**src/rtl/status_flag_register_if.sv**
```systemverilog
// Execute-stage ALU/flag bus between the pipeline and the NZCV status flag register.
// The master drives the operation and control strobes; the slave returns the result and the flag views.
interface status_flag_register_if #(
  parameter int DATA_W = 32
);
  logic              exe_valid;
  logic              exe_s;
  logic [3:0]        exe_cmd;
  logic [DATA_W-1:0] op_a;
  logic [DATA_W-1:0] op_b;
  logic              stall;
  logic              flush;
  logic              exc_take;
  logic              exc_ret;
  logic [DATA_W-1:0] alu_res;
  logic [3:0]        sr;
  logic [3:0]        sr_fwd;
  logic [3:0]        sr_saved;

  modport master (
    output exe_valid, exe_s, exe_cmd, op_a, op_b, stall, flush, exc_take, exc_ret,
    input  alu_res, sr, sr_fwd, sr_saved
  );

  modport slave (
    input  exe_valid, exe_s, exe_cmd, op_a, op_b, stall, flush, exc_take, exc_ret,
    output alu_res, sr, sr_fwd, sr_saved
  );
endinterface

```
**src/rtl/status_flag_register.sv**
```systemverilog
// Computes the NZCV flags from the execute-stage ALU operation and commits them to SR[3:0] (3=N 2=Z 1=C 0=V).
// It also provides a same-cycle bypass of the next SR value and a single-entry saved copy for exceptions.
module status_flag_register #(
  parameter int         DATA_W = 32,
  parameter logic [3:0] RST_SR = 4'b0000
) (
  input logic                   clk,
  input logic                   rst_n,
  status_flag_register_if.slave bus
);

  typedef enum logic [3:0] {
    CMD_NOP = 4'b0000,
    CMD_MOV = 4'b0001,
    CMD_ADD = 4'b0010,
    CMD_ADC = 4'b0011,
    CMD_SUB = 4'b0100,
    CMD_SBC = 4'b0101,
    CMD_AND = 4'b0110,
    CMD_ORR = 4'b0111,
    CMD_EOR = 4'b1000,
    CMD_MVN = 4'b1001
  } cmd_e;

  cmd_e              cmd;
  logic [3:0]        sr_q;
  logic [3:0]        saved_q;
  logic [DATA_W-1:0] b_eff;
  logic              c_in_eff;
  logic [DATA_W:0]   sum;
  logic [DATA_W-1:0] res;
  logic              is_arith;
  logic              cmd_ok;
  logic              flag_c;
  logic              flag_v;
  logic [3:0]        new_flags;
  logic              commit;
  logic [3:0]        fwd;

  assign cmd = cmd_e'(bus.exe_cmd);

  // Subtraction is a + ~b + carry, so C=1 means no borrow and one adder covers all four forms.
  // NOTE: every variable gets a default at the top of always_comb so no path can infer a latch.
  always_comb begin
    b_eff    = bus.op_b;
    c_in_eff = 1'b0;
    is_arith = 1'b0;
    cmd_ok   = 1'b1;
    res      = '0;
    case (cmd)
      CMD_ADD: is_arith = 1'b1;
      CMD_ADC: begin is_arith = 1'b1; c_in_eff = sr_q[1]; end
      CMD_SUB: begin is_arith = 1'b1; b_eff = ~bus.op_b; c_in_eff = 1'b1; end
      CMD_SBC: begin is_arith = 1'b1; b_eff = ~bus.op_b; c_in_eff = sr_q[1]; end
      CMD_MOV: res = bus.op_b;
      CMD_MVN: res = ~bus.op_b;
      CMD_AND: res = bus.op_a & bus.op_b;
      CMD_ORR: res = bus.op_a | bus.op_b;
      CMD_EOR: res = bus.op_a ^ bus.op_b;
      default: cmd_ok = 1'b0;
    endcase
    sum = {1'b0, bus.op_a} + {1'b0, b_eff} + {{DATA_W{1'b0}}, c_in_eff};
    if (is_arith) res = sum[DATA_W-1:0];
  end

  // Logical ops preserve C and V; overflow looks at the effective addends, not the raw operands.
  assign flag_c    = is_arith ? sum[DATA_W] : sr_q[1];
  assign flag_v    = is_arith ? ((bus.op_a[DATA_W-1] == b_eff[DATA_W-1]) &&
                                 (res[DATA_W-1] != bus.op_a[DATA_W-1]))
                              : sr_q[0];
  assign new_flags = {res[DATA_W-1], (res == '0), flag_c, flag_v};

  assign commit = bus.exe_valid & bus.exe_s & ~bus.stall & ~bus.flush & cmd_ok;
  assign fwd    = bus.exc_ret ? saved_q : (commit ? new_flags : sr_q);

  // NOTE: state registers use non-blocking assignments so every flop samples pre-edge values.
  always_ff @(posedge clk or negedge rst_n) begin
    if (!rst_n) begin
      sr_q    <= RST_SR;
      saved_q <= 4'b0000;
    end else begin
      sr_q <= fwd;
      // A simultaneous return keeps the saved copy intact; otherwise capture the post-commit value.
      if (bus.exc_take && !bus.exc_ret) saved_q <= fwd;
    end
  end

  assign bus.alu_res  = res;
  assign bus.sr       = sr_q;
  assign bus.sr_fwd   = fwd;
  assign bus.sr_saved = saved_q;

endmodule

```
**src/flat_wrapper.sv**
```systemverilog
// flat-port wrapper written by rule: the top's interface ports become plain ports
module status_flag_register_flat 
#(
  parameter int         DATA_W = 32,
  parameter logic [3:0] RST_SR = 4'b0000
)
  (clk, rst_n, bus_exe_valid, bus_exe_s, bus_exe_cmd, bus_op_a, bus_op_b, bus_stall, bus_flush, bus_exc_take, bus_exc_ret, bus_alu_res, bus_sr, bus_sr_fwd, bus_sr_saved);
  status_flag_register_if #(.DATA_W(DATA_W)) bus_i ();
  input logic clk;
  input logic rst_n;
  input wire logic [$bits(bus_i.exe_valid)-1:0] bus_exe_valid;
  input wire logic [$bits(bus_i.exe_s)-1:0] bus_exe_s;
  input wire logic [$bits(bus_i.exe_cmd)-1:0] bus_exe_cmd;
  input wire logic [$bits(bus_i.op_a)-1:0] bus_op_a;
  input wire logic [$bits(bus_i.op_b)-1:0] bus_op_b;
  input wire logic [$bits(bus_i.stall)-1:0] bus_stall;
  input wire logic [$bits(bus_i.flush)-1:0] bus_flush;
  input wire logic [$bits(bus_i.exc_take)-1:0] bus_exc_take;
  input wire logic [$bits(bus_i.exc_ret)-1:0] bus_exc_ret;
  output wire logic [$bits(bus_i.alu_res)-1:0] bus_alu_res;
  output wire logic [$bits(bus_i.sr)-1:0] bus_sr;
  output wire logic [$bits(bus_i.sr_fwd)-1:0] bus_sr_fwd;
  output wire logic [$bits(bus_i.sr_saved)-1:0] bus_sr_saved;
  assign bus_i.exe_valid = bus_exe_valid;
  assign bus_i.exe_s = bus_exe_s;
  assign bus_i.exe_cmd = bus_exe_cmd;
  assign bus_i.op_a = bus_op_a;
  assign bus_i.op_b = bus_op_b;
  assign bus_i.stall = bus_stall;
  assign bus_i.flush = bus_flush;
  assign bus_i.exc_take = bus_exc_take;
  assign bus_i.exc_ret = bus_exc_ret;
  assign bus_alu_res = bus_i.alu_res;
  assign bus_sr = bus_i.sr;
  assign bus_sr_fwd = bus_i.sr_fwd;
  assign bus_sr_saved = bus_i.sr_saved;
  status_flag_register #(.DATA_W(DATA_W), .RST_SR(RST_SR)) u_core (.clk(clk), .rst_n(rst_n), .bus(bus_i));
endmodule
```
**config.mk**
```make
export PLATFORM = sky130hd
export DESIGN_NAME = status_flag_register_flat
export DESIGN_NICKNAME = d
export VERILOG_FILES = /design/src/rtl/status_flag_register_if.sv /design/src/rtl/status_flag_register.sv /design/src/flat_wrapper.sv
export SDC_FILE = /design/constraint.sdc
export NUM_CORES = 1
export LEC_CHECK = 0
export CAP_MARGIN = 10
export CORE_MARGIN = 2
export CORE_UTILIZATION = 45
export DETAILED_ROUTE_END_ITERATION = 6
export MAX_ROUTING_LAYER = met4
export PLACE_DENSITY = 0.74
export SYNTH_ARGS = -nofsm -noshare
export SYNTH_HDL_FRONTEND = slang
export SYNTH_SLANG_ARGS = --single-unit
```
**constraint.sdc**
```tcl
create_clock -name clk -period 8.1 [get_ports clk]
set_input_delay 1.62 -clock clk [delete_from_list [all_inputs] [get_ports clk]]
set_output_delay 1.62 -clock clk [all_outputs]
set_load 0.005 [all_outputs]
```
=== Word level (Yosys, flattened, before mapping) ===
Index checks and enable logic that the tools add are counted.

* Flip-flop bits (word level): 8
* Logic and storage cells: 43
* Input bits: 76
* Output and inout bits: 44

* Mux-type cells: 10
* Reduce and logical (&&, ||, !) cells: 8
* Equality and inequality tests: 11
* Bitwise logic cells: 10
* Add/subtract/negate cells: 2

{| class="wikitable"
|+ Operators with widths
! operator !! count
|-
| $pmux 32 s5 || 1
|-
| $mux 32 || 2
|-
| $add 32x32->33 || 1
|-
| $add 33x1->33 || 1
|-
| $and 32x32->32 || 1
|-
| $logic_not 32->1 || 1
|-
| $not 32->32 || 1
|-
| $or 32x32->32 || 1
|-
| $xor 32x32->32 || 1
|-
| $eq 4x3->1 const B || 4
|-
| $reduce_or 9->1 || 1
|-
| $eq 4x2->1 const B || 2
|-
| $eq 4x4->1 const B || 2
|-
| $mux 4 || 2
|-
| $and 1x1->1 || 4
|-
| $eq 4x1->1 const B || 1
|-
| $mux 1 || 4
|-
| $reduce_or 2->1 || 2
|-
| $reduce_or 4->1 || 1
|-
| $logic_and 1x1->1 || 2
|-
| $not 1->1 || 2
|-
| $pmux 1 s2 || 1
|-
| $eq 1x1->1 || 1
|-
| $logic_not 1->1 || 1
|-
| $ne 1x1->1 || 1
|}

=== Logic depth before layout (Yosys ltp) ===
* Depth after elaboration: 11
* Mapped depth: 20
* Mapped depth without buffers: 16

=== Worst setup path after synthesis ===
Ideal clock, no wire load.

* Kind: input-to-output
* Start: input bus_exe_cmd[3]
* End: output bus_sr_fwd[2]
* Path slack: -0.015 ns
* Buffers on the path: 5
* Stages on the path: 20
* Arrival: 6.495 ns
* Path through: buf_2 -> buf_1 -> buf_1 -> nor3b_1 -> clkbuf_1 -> buf_1 -> xnor2_1 -> fa_1 -> inv_1 -> fa_1 -> nand2b_1 -> a211o_1 -> a21boi_2 -> nor4_1 -> or4_4 -> a2111o_1 -> or4_1 -> nor4b_2 -> nand4_1 -> o31ai_1

* Longest elaborated chain between the ends: 9
* Elaborated cells between the ends (all ways): 25
* Those cells by class: 2 x add/sub; 9 x eq/ne; 8 x mux; 1 x bitwise; 5 x reduce/logical

{| class="wikitable"
|+ RTL lines
! what !! RTL line !! source
|-
| start: declaration || flat_wrapper.sv:13 || <nowiki>input wire logic [$bits(bus_i.exe_cmd)-1:0] bus_exe_cmd;</nowiki>
|-
| $eq 4x3->1 || status_flag_register.sv:50 || <nowiki>case (cmd)</nowiki>
|-
| $reduce_or 2->1 (no line) || -- ||
|-
| $mux 32 || -- ||
|-
| $add 32x32->33 || status_flag_register.sv:62 || <nowiki>sum = {1'b0, bus.op_a} + {1'b0, b_eff} + {{DATA_W{1'b0}}, c_in_eff};</nowiki>
|-
| $add 33x1->33 || status_flag_register.sv:62 ||
|-
| $mux 32 * || status_flag_register.sv:63 || <nowiki>if (is_arith) res = sum[DATA_W-1:0];</nowiki>
|-
| via bus_alu_res[18] || flat_wrapper.sv:20 || <nowiki>output wire logic [$bits(bus_i.alu_res)-1:0] bus_alu_res;</nowiki>
|-
| $logic_not 32->1 * || status_flag_register.sv:71 || <nowiki>assign new_flags = {res[DATA_W-1], (res == '0), flag_c, flag_v};</nowiki>
|-
| $mux 4 * (2 in series) || status_flag_register.sv:74 || <nowiki>assign fwd = bus.exc_ret ? saved_q : (commit ? new_flags : sr_q);</nowiki>
|-
| end: declaration || flat_wrapper.sv:22 || <nowiki>output wire logic [$bits(bus_i.sr_fwd)-1:0] bus_sr_fwd;</nowiki>
|}

Mark *: on every way through the listed nets, which the timed path passes. The rest lies on a longest branch.

=== Worst setup path after layout ===
* Start: input bus_exe_cmd[1]
* End: output bus_sr_fwd[2]

* Longest elaborated chain between the ends: 9
* Elaborated cells between the ends (all ways): 25
* Those cells by class: 2 x add/sub; 9 x eq/ne; 8 x mux; 1 x bitwise; 5 x reduce/logical

{| class="wikitable"
|+ RTL lines
! what !! RTL line
|-
| $eq 4x3->1 || status_flag_register.sv:50
|-
| $reduce_or 2->1 (no line) || --
|-
| $mux 32 || --
|-
| $add 32x32->33 || status_flag_register.sv:62
|-
| $add 33x1->33 || status_flag_register.sv:62
|-
| $mux 32 || status_flag_register.sv:63
|-
| $logic_not 32->1 || status_flag_register.sv:71
|-
| $mux 4 * (2 in series) || status_flag_register.sv:74
|}

Every way passes the cells marked *; elsewhere a longest branch is shown, timed or not.

==> run_results.csv <==
group,metric,value,unit
critical_path,crit_buf_inv,4,
cells_and_area,layout_commonest_cell,"buf_4",
grt,grt_max_degree,46,
cells_and_area,num_antenna_cells,0,
synth,netlist_area,0.00507,mm^2
place,dpl_cell_area,0.00716,mm^2
route,drt_iter0_markers,542,
route,routed_wl,20000,um
timing,finalClockSkew,0.000882,ns
synth,ys_seq_area_frac,0.0395,
route,wire_per_inst,18.8,um
cts,cts_hold_buf,0,
route,vias,6307,
timing,hold_viol,0,
synth,synth_flop_cell,"dfrtp_1",
flow_run,cap_violations,0,
grt,antenna_found_initial,0,
timing,drv_slew,0,
hold_path,hold_path_class,"reg2reg",
cells_and_area,fin_nets,1100,
synth,synth_edf_count,0,
synth,async_flop_share,1.00,
cells_and_area,stdcell_count,1065,
synth,synthTopCellsByArea,"ha_1 (23%), xnor2_1 (8.3%), inv_1 (6.2%), a21oi_1 (4.7%), o21ai_0 (4.2%)",
hold_path,min_path_cells,2,
critical_path,timing_worst_setup_path_type,"in2out",
place,dp_hpwl,15500,um
power,powerDensity,99.6,mW/mm^2
cells_and_area,fin_area,0.00742,mm^2
timing,setup_viol,0,
synth,synth_cell_type_count,74,
grt,grt_first_pass_wirelength,30000,um
timing,rsz0062_at_grt,"yes",
grt,grt_overflow_total,0,
critical_path,cp.arrival,6.28,ns
timing,setup_slack,0.200,ns
floorplan,coreArea,0.0109,mm^2
place,dp_cells,1051,
cts,clock-root-buffer,"clkbuf_16",
critical_path,endpoint_kind,"primary output",
timing,max_freq,127,MHz
grt,grt_pass1_vias,6118,
floorplan,ios,120,
cts,numCtsBuffers,3,
place,gp_congestion,0.982,
critical_path,start_kind,"input port",
route,vias_per_cell,5.92,
grt,track_usage,0.323,
route,ant_nets,0,
timing,tightestPinTransition,0.803,ns
route,drtPass1Iterations,5,
cells_and_area,drive_above_1_share,0.184,
cts,path_clk_slew,0.04,ns
floorplan,start_util,0.464,
cells_and_area,utilization,0.679,
power,p_total,0.739,mW
power,vdd.ir_drop.worst,0.000172,V
cts,clk_latency,0.23,ns
timing,slew_headroom,0.462,
synth,synth_area_leader_cell,"ha_1",
floorplan,die_h,110,um
critical_path,reg2reg_slack,3.64,ns
timing,post-route-period-util,0.975,
place,portBuffers,119,
timing,setup_tns,0,ns
critical_path,cp_cell_sequence,"clkdlybuf4s50_1, buf_4, nor3b_4, xnor2_2, fa_2, inv_1, fa_2, nand2b_4, a211o_1, a21boi_2, nor4_1, or4_4, a2111o_1, or4_4, nor4b_4, nand4_1, o31ai_2, buf_2",
critical_path,worstReg2RegEnd,"u_core.bus.sr_saved[2]",
synth,avgSynthCellArea,7.08,um^2
synth,yosys_warnings,0,
synth,yosys_register_bits,8,
synth,synthCells,716,
cells_and_area,fillCellCount,939,
floorplan,die-area,0.0121,mm^2
cts,cts_tree,"done",
critical_path,r2r_cells,18,
critical_path,critPathSlowestCell,"or4_4",
cts,htreeDepth,1,
floorplan,die_x,110,um
critical_path,r2r_start,"u_core.bus.sr[1]",
cells_and_area,syn2layout_area_growth,46.4,%
cells_and_area,final_cell_mix,"buf_4 (126), clkdlybuf4s50_1 (117), ha_1 (94)",
hold_path,worst_hold_path.endpoint,"u_core.bus.sr_saved[1]",
timing,whs,0.525,ns
critical_path,cp_data_required_time,6.48,ns
floorplan,num_rows,38,
critical_path,path_max_fanout,4,
synth,synth_top_area_frac,0.234,
cts,clock_sink_count,8,
critical_path,crit_family,"simple AND/OR/NAND/NOR gates",
critical_path,critPathMaxStageDelay,0.49,ns
place,pre_cts_ws,-0.284,ns
run_status,status,"completed",
synth,syn_nets,889,
cts,clockBufferDepth,2,
hold_path,worstHoldStart,"u_core.bus.sr_saved[1]",
route,drcViolationCount,0,
timing,period_minus_slack,7.90,ns
power,leakagePower,3.52,nW
cells by family (layout without fill, tap and decap cells):
family / count (synthesis) / in the layout / share of synthesized area
XOR/XNOR: 61 / 61 / 0.105
adder cells (fa/ha/maj): 97 / 97 / 0.242
multiplexers: 8 / 8 / 0.0175
AO/OA/AOI/OAI: 235 / 235 / 0.321
flip-flops: 8 / 8 / 0.0395
AND/OR/NAND/NOR: 182 / 182 / 0.178
buffers and inverters: 125 / 334 / 0.0962
Yosys cell counts (8+ instances only):
cell / count
clkbuf_1: 22
a21oi_1: 48
inv_1: 84
ha_1: 95
o21ai_0: 43
a22oi_1: 11
nand3_1: 18
a221oi_1: 11
nand4_1: 10
a21o_1: 13
a211oi_1: 14
xor2_1: 13
nor3_1: 9
o22ai_1: 9
o221ai_1: 12
buf_2: 8
nor2_1: 50
xnor2_1: 48
buf_1: 8
o31ai_1: 10
nand2_1: 50
dfrtp_1: 8
tightest hold or removal path, stage by stage, from the launching register on:
cell and delay [ns]:
dfrtp_1 0.37, nand2_1 0.05, o21ai_0 0.07
layout make-up:
cell class	count	area (um^2)	share of cell area
Multi-Input combinational cell	583	4510	0.607
Timing Repair Buffer	246	2150	0.289
Inverter	85	319	0.0430
Clock buffer	3	75.1	0.0101
Sequential cell	8	200	0.0270
Tap cell	140	175	0.0236
layer usage:
layer	routed length, um	GRT usage	vias up
met1	8920	0.427	2975
met3	1260	0.0170	31
li1	-	-	3027
met5	0	-	-
met4	380	0.0732	0
met2	9440	0.545	274
where the power goes:
group	switching, mW	total (mW)	internal, mW
clock	0.0197	0.0834	0.0637
sequential	0.00498	0.0519	0.0469
combinational	0.294	0.604	0.310
flip-flops by register name (all words and copies together), names as in the netlist:
signal / count
u_core.bus.sr_saved: 4
u_core.bus.sr: 4
what timing repair did:
item | 4_1_cts | 5_1_grt
hold endpoints to repair | 0 | 0
buffers inserted | 2 | 8
gates resized for setup | 6 | 24
endpoints found under the setup margin | 2 | 4
cloned | 0 | 1
pin swaps | 4 | 9
how the worst max path moves through the flow:
stage / startpoint / end / slack (ns) / cells after the start
4_1_cts: bus_exe_cmd[2] / bus_sr_fwd[2] / 0.04 / 18
3_3_place_gp: bus_exe_cmd[1] / bus_sr_fwd[3] / -0.20 / 20
2_1_floorplan: bus_exe_cmd[0] / bus_sr_fwd[2] / 0.13 / 20
3_5_place_dp: bus_exe_cmd[2] / bus_sr_fwd[2] / -0.28 / 18
5_1_grt: bus_exe_cmd[1] / bus_sr_fwd[2] / -0.01 / 18
6_report: bus_exe_cmd[1] / bus_sr_fwd[2] / 0.20 / 18
No activity file was read; power rests on OpenSTA's default activity.
